**src/rtl/multicycle_controller.sv**
```systemverilog
// Multicycle MIPS sequencing controller: Moore FSM issuing one micro-step per clock,
// plus funct-based ALU decode and branch-qualified PC enable.
module multicycle_controller (
  input  logic       clk,
  input  logic       reset,
  input  logic [5:0] op,
  input  logic [5:0] funct,
  input  logic       zero,
  output logic       pcen,
  output logic       memwrite,
  output logic       irwrite,
  output logic       regwrite,
  output logic       alusrca,
  output logic       iord,
  output logic       memtoreg,
  output logic       regdst,
  output logic [1:0] alusrcb,
  output logic [1:0] pcsrc,
  output logic [2:0] alucontrol,
  output logic [3:0] state
);

  typedef enum logic [3:0] {
    FETCH   = 4'd0,
    DECODE  = 4'd1,
    MEMADR  = 4'd2,
    MEMRD   = 4'd3,
    MEMWB   = 4'd4,
    MEMWR   = 4'd5,
    RTYPEEX = 4'd6,
    RTYPEWB = 4'd7,
    BEQEX   = 4'd8,
    ADDIEX  = 4'd9,
    ADDIWB  = 4'd10,
    JEX     = 4'd11
  } state_t;

  localparam logic [5:0] OP_LW    = 6'b100011;
  localparam logic [5:0] OP_SW    = 6'b101011;
  localparam logic [5:0] OP_RTYPE = 6'b000000;
  localparam logic [5:0] OP_BEQ   = 6'b000100;
  localparam logic [5:0] OP_ADDI  = 6'b001000;
  localparam logic [5:0] OP_J     = 6'b000010;

  state_t     state_q, state_d;
  logic       pcwrite;
  logic       branch;
  logic [1:0] aluop;

  always_ff @(posedge clk or posedge reset) begin
    if (reset) state_q <= FETCH;
    else       state_q <= state_d;
  end

  // Illegal encodings and unsupported opcodes fall back to FETCH.
  always_comb begin
    state_d = FETCH;
    case (state_q)
      FETCH:   state_d = DECODE;
      DECODE: begin
        case (op)
          OP_LW, OP_SW: state_d = MEMADR;
          OP_RTYPE:     state_d = RTYPEEX;
          OP_BEQ:       state_d = BEQEX;
          OP_ADDI:      state_d = ADDIEX;
          OP_J:         state_d = JEX;
          default:      state_d = FETCH;
        endcase
      end
      MEMADR:  state_d = (op == OP_SW) ? MEMWR : MEMRD;
      MEMRD:   state_d = MEMWB;
      RTYPEEX: state_d = RTYPEWB;
      ADDIEX:  state_d = ADDIWB;
      default: state_d = FETCH;
    endcase
  end

  always_comb begin
    memwrite = 1'b0;
    irwrite  = 1'b0;
    regwrite = 1'b0;
    alusrca  = 1'b0;
    iord     = 1'b0;
    memtoreg = 1'b0;
    regdst   = 1'b0;
    alusrcb  = 2'b00;
    pcsrc    = 2'b00;
    pcwrite  = 1'b0;
    branch   = 1'b0;
    aluop    = 2'b00;
    case (state_q)
      FETCH: begin
        alusrcb = 2'b01;
        irwrite = 1'b1;
        pcwrite = 1'b1;
      end
      DECODE:  alusrcb = 2'b11;
      MEMADR: begin
        alusrca = 1'b1;
        alusrcb = 2'b10;
      end
      MEMRD:   iord = 1'b1;
      MEMWB: begin
        regwrite = 1'b1;
        memtoreg = 1'b1;
      end
      MEMWR: begin
        iord     = 1'b1;
        memwrite = 1'b1;
      end
      RTYPEEX: begin
        alusrca = 1'b1;
        aluop   = 2'b10;
      end
      RTYPEWB: begin
        regwrite = 1'b1;
        regdst   = 1'b1;
      end
      BEQEX: begin
        alusrca = 1'b1;
        aluop   = 2'b01;
        pcsrc   = 2'b01;
        branch  = 1'b1;
      end
      ADDIEX: begin
        alusrca = 1'b1;
        alusrcb = 2'b10;
      end
      ADDIWB:  regwrite = 1'b1;
      JEX: begin
        pcsrc   = 2'b10;
        pcwrite = 1'b1;
      end
      default: ;
    endcase
  end

  // Unknown funct codes decode to add so the R-type still writes back.
  always_comb begin
    alucontrol = 3'b010;
    case (aluop)
      2'b00: alucontrol = 3'b010;
      2'b01: alucontrol = 3'b110;
      default: begin
        case (funct)
          6'b100000: alucontrol = 3'b010;
          6'b100010: alucontrol = 3'b110;
          6'b100100: alucontrol = 3'b000;
          6'b100101: alucontrol = 3'b001;
          6'b101010: alucontrol = 3'b111;
          default:   alucontrol = 3'b010;
        endcase
      end
    endcase
  end

  assign pcen  = pcwrite | (branch & zero);
  assign state = state_q;

endmodule
```
**config.mk**
```make
export PLATFORM = sky130hd
export DESIGN_NAME = multicycle_controller
export DESIGN_NICKNAME = d
export VERILOG_FILES = /design/src/rtl/multicycle_controller.sv
export SDC_FILE = /design/constraint.sdc
export NUM_CORES = 1
export LEC_CHECK = 0
export ABC_AREA = 1
export BUFFER_PORTS_ARGS = -buffer_cell sky130_fd_sc_hd__buf_4
export CAP_MARGIN = 25
export CORE_AREA = 2 2 39 41
export DETAILED_ROUTE_END_ITERATION = 10
export DIE_AREA = 0 0 41 43
export GPL_TIMING_DRIVEN = 0
export PLACE_DENSITY = 0.8
export SLEW_MARGIN = 20
export SYNTH_ARGS = -nofsm -noshare
export SYNTH_HDL_FRONTEND = slang
export SYNTH_SLANG_ARGS = --single-unit
export TNS_END_PERCENT = 100
```
**constraint.sdc**
```tcl
create_clock -name clk -period 1.3 [get_ports clk]
set_input_delay 0.26 -clock clk [delete_from_list [all_inputs] [get_ports clk]]
set_output_delay 0.26 -clock clk [all_outputs]
set_load 0.05 [all_outputs]
```
Word-level counts from Yosys, hierarchy flattened
Index checks and enable logic that the tools add are counted.

Register bits: 4. Output and inout port bits: 19.

Eq/ne operators: 21. Multiplexer cells: 17. Bitwise logic cells: 2. Reduce and logical (&&, ||, !) cells: 9.

Operators by type and width (number): 6-bit == test (second input constant) (6); 4-bit one-hot mux with 6 select lines (1); 4-bit one-hot mux with 5 select lines (1); 4-bit by 3-bit == test with 1-bit output (second input constant) (4); 4-bit == test (second input constant) (4); 3-bit one-hot mux with 4 select lines (1); 1-bit two-way mux (9); 4-bit by 2-bit == test with 1-bit output (second input constant) (2); 2-bit one-hot mux with 2 select lines (2); 2-bit OR reduction (4); 6-bit by 2-bit == test with 1-bit output (second input constant) (1); 6-bit by 3-bit == test with 1-bit output (second input constant) (1); 6-bit by 4-bit == test with 1-bit output (second input constant) (1); 6-bit logical NOT (1); 2-bit one-hot mux with 3 select lines (1); 3-bit one-hot mux with 2 select lines (1); 4-bit by 1-bit == test with 1-bit output (second input constant) (1); 4-bit logical NOT (1); 4-bit OR reduction (1); 3-bit two-way mux (1); 3-bit OR reduction (1); 2-bit by 1-bit == test with 1-bit output (second input constant) (1); 2-bit logical NOT (1); 1-bit AND (1); 1-bit OR (1).

Depth between registers and ports, before layout
Depth in word-level cells: 4. Gate-level depth with buffers: 7. Gate-level depth less buffers: 7.

Worst setup path before layout
OpenSTA, ideal clock, no wires.

Kind: reg2out. From: register state_q[3], in the netlist state[3]. To: output port regwrite. Data arrival time: 2.263 ns. Data required time: 1.040 ns. Path slack: -1.223 ns. Stages on the path, launching flop included: 6. Path buffers: 0. Cell sequence: dfrtp_1 > inv_1 > nand2_1 > nor2_1 > nor2_1 > o21ai_0.

Cells in the longest elaborated chain, start to end: 3. Elaborated cells between the ends (all ways): 5. Those cells by class: eq/ne (3); mux (1); reduce/logical (1).

Ends and longest elaborated chain: start, declared (RTL line 45) `state_t state_q, state_d;`; start signal, assigned (RTL line 52) `else state_q <= state_d;`; 4-bit by 3-bit == test with 1-bit output or 4-bit == test (tied branches) (RTL line 91) `case (state_q)`; 3-bit OR reduction (no source line) *; 1-bit two-way mux * (RTL line 91); end, declared (RTL line 12) `output logic regwrite,`.

Every way passes the cells marked *; elsewhere a longest branch is shown, timed or not.

Worst setup path after layout
From: register state_q[3], in the netlist state[3]. To: output port alucontrol[0].

Cells in the longest elaborated chain, start to end: 4. Elaborated cells between the ends (all ways): 6. Those cells by class: eq/ne (3); mux (2); reduce/logical (1).

Ends and longest elaborated chain: 4-bit == test or 4-bit by 3-bit == test with 1-bit output (tied branches) (RTL line 91); 2-bit one-hot mux with 2 select lines * (RTL line 91); 2-bit by 1-bit == test with 1-bit output or 2-bit logical NOT (tied branches) (RTL line 141) `case (aluop)`; 3-bit one-hot mux with 2 select lines * (RTL line 141); end, declared (RTL line 19) `output logic [2:0] alucontrol,`.

Marks and branches as above.

==> out/summary.txt <==
violated checks: setup timing
routed length on met2: 1520 µm
starting density of the core: 36.3%
Post-DRT Antenna Nets: 0
WP data arrival: 1.54 ns
final setup fails: 18
worst hold path type: input pin to register
DIE WIDTH: 41 µm
max frequency: 0.556 GHz
Critical Path Source: state[3]
average size of a mapped cell: 5.65 µm²
WHS: 0.416 ns
Num CTS Buffers: 3
Final Hold Fails: 0
Crit. End Element: primary output
Critical Path Slowest Stage Cell: dfrtp_2
nets: 166
Cell variety after synth: 17
clk buf depth: 2
clk slew on worst S/H paths: 0.05 ns
placed wire-length estimate: 1400 µm
fin crit period: 1.80 ns
Net Sw Power: 1.66 mW
PD cells: 2170 mW/mm²
HP Start: op[2]
CP Max Fanout: 5
number of flip-flops in the largest register: 4
Final Slew Violations: 0
clk_lat worst skew: 0.25 ns
yosys warns: 0
Lkg Pwr: 0.655 nW
Core Footprint: 0.00138 mm²
RSZ-0062 raised after global routing: yes
ant diodes: 0
CP Cell Sequence: inv_4 > nand2_8 > nor2_4 > nand4_1 > nand2_4 > buf_8
die area: 0.00176 mm²
outcome: finished with violations
post-placement cell area: 947 µm²
pre-CTS setup slack: -0.434 ns
global route overflow: 0
DR vias: 995
Total GRT Usage: 31.0%
FF-to-FF Start: state[3]
initial detailed-routing violation count: 84
internal power: 1.22 mW
Worst path max stage delay: 0.42 ns
Syn-to-layout area delta: 164%
Worst Setup Slack, final: -0.499 ns
Worst VDD drop: 2.19 mV
reg2reg end: state[3]
Area contributors post-synth: dfrtp_1, nand2_1, nor2_1
worst-case headroom to the max-slew limit: 77.9%
global-route wire length before repair: 3640 µm
port buffer count: 33
Synth Net Count: 104
reg2reg path depth: 6
CP Class: register to primary output
sw frac: 57.6%
final core utilization: 96.0%
crit-path leading delay family: simple AND/OR/NAND/NOR gates
final wirelength: 3350 µm
Cells after Synth: 89
H-tree depth: 1
synthesized area: 503 µm²
Startpoint Class: register
WL/cell: 20.3 µm
setup slack, reg-to-reg: -0.04 ns
final instance area: 0.00133 mm²
Final Cycle Share: 138%
row cnt: 14
CTS tree: done
Yosys reg bits: 4
GPL Wtd Cong: 0.736
Comb pwr share: 85.2%
WL met1: 1180 µm
area leader, netlist: dfrtp_1
Worst-Margin Slew: 0.330 ns
met3 WL: 388 µm
vias in the first global route: 832
CTS sink count: 4
top cell type's share of synthesized area: 19.9%
initial antenna violation count: 0
Bufs and invs on worst path: 2
PnR Total Power: 2.88 mW
Clock Skew: 0.0121 ns
ratio of cells with drive above 1 in the final layout: 69.8%
Die Ht: 43 µm
Root Driver: clkbuf_4
Via density: 6.03
CP required: 1.04 ns
WP depth: 6
io pins: 34
largest net degree at the start of global routing: 7
TritonRoute pass-1 iters: 4
Seq/Total Area, Yosys: 19.9%
CP endpoint: alucontrol[0]
highest metal used: met4
drt drc: 0
Max Cap Viol: 0
sequential share of power: 8.8%
clock power share: 5.9%
==> cell type report <==
class	instances	area, µm²
Multi-Input combinational cell	69	566
Timing Repair Buffer	57	543
Sequential cell	4	105
Inverter	16	72.6
Fill cell	30	55.1
Clock buffer	3	22.5
Tap cell	16	20.0
==> cells in the final DEF (no fill, tap or decap), types with 2 or more instances in the layout <==
master,n
inv_1,9
nand3_2,3
o21ai_4,4
nor2_4,8
nand2_1,13
clkbuf_4,3
nand3_1,5
inv_2,3
dfrtp_2,4
buf_8,11
nand2_8,3
nand2_4,7
o21ai_0,2
a21oi_2,2
nand4_1,4
nor2_2,3
nor2_1,9
buf_6,8
buf_4,37
inv_4,3
==> metal layers <==
metal	vias to the layer above	GRT usage [%]
li1	405	-
met1	434	31.9
met2	116	52.5
met3	40	2.62
met4	0	24.7
met5	-	0
==> cells by family (layout without fill, tap and decap cells) <==
group / count (synthesis) / in the layout / synth area share (%)
AO/OA/AOI/OAI: 10 / 10 / 11.4
buffers and inverters: 16 / 76 / 11.9
flip-flops: 4 / 4 / 19.9
AND/OR/NAND/NOR: 59 / 59 / 56.7
==> through the flow <==
step | setup TNS (ns) | cells
floorplan | -2.32 | 89
global placement | -1.24 | 138
detailed placement | -1.45 | 138
CTS | -4.36 | 153
global route | -5.78 | 165
finish | -5.18 | 165
==> worst min path at each step <==
| stage | slack [ns] | cells after the start | endpoint |
|---|---|---|---|
| 2_1_floorplan | 0.03 | 1 | state[0] |
| 3_5_place_dp | 0.16 | 2 | state[1] |
| 3_3_place_gp | 0.15 | 2 | state[3] |
| 5_1_grt | 0.44 | 4 | state[3] |
| 6_report | 0.42 | 4 | state[2] |
| 4_1_cts | 0.34 | 4 | state[3] |
==> power by group through the flow <==
stage | Clock [mW] | Combinational, mW | Sequential, mW
global route | 0.181 | 2.54 | 0.259
floorplan | 0 | 1.18 | 0.373
CTS | 0.171 | 2.02 | 0.246
finish | 0.171 | 2.46 | 0.255
global placement | 0 | 1.67 | 0.251
detailed placement | 0 | 1.70 | 0.254
==> synthesized netlist by cell type <==
library cell   n
o21ai_0        5
nand2_1       19
a21oi_1        2
nor3b_1        1
nand2_4        1
nor3_1         1
a21oi_2        2
nand2_2        4
nor2_4         2
o21ai_1        1
dfrtp_1        4
nor2_2         2
inv_2          3
nand4_1        4
nor2_1        16
nand3_1        9
inv_1         13
==> worst reg2reg max path, stage by stage, from the launching register on <==
cell     delay (ns)
dfrtp_2        0.42
inv_4          0.10
buf_4          0.12
nand2_4        0.09
nor2_2         0.21
nand4_1        0.17
nand3_1        0.15
==> timing repair <==
| item | CTS | global route |
|---|---|---|
| endpoints found under the hold margin | 4 | 0 |
| pin swaps | 5 | 8 |
| endpoints found under the setup margin | 15 | 17 |
| hold buffers | 1 | 0 |
| gates resized for setup | 26 | 16 |
| setup buffers | 11 | 12 |
Power figures use the tool's default switching activity.
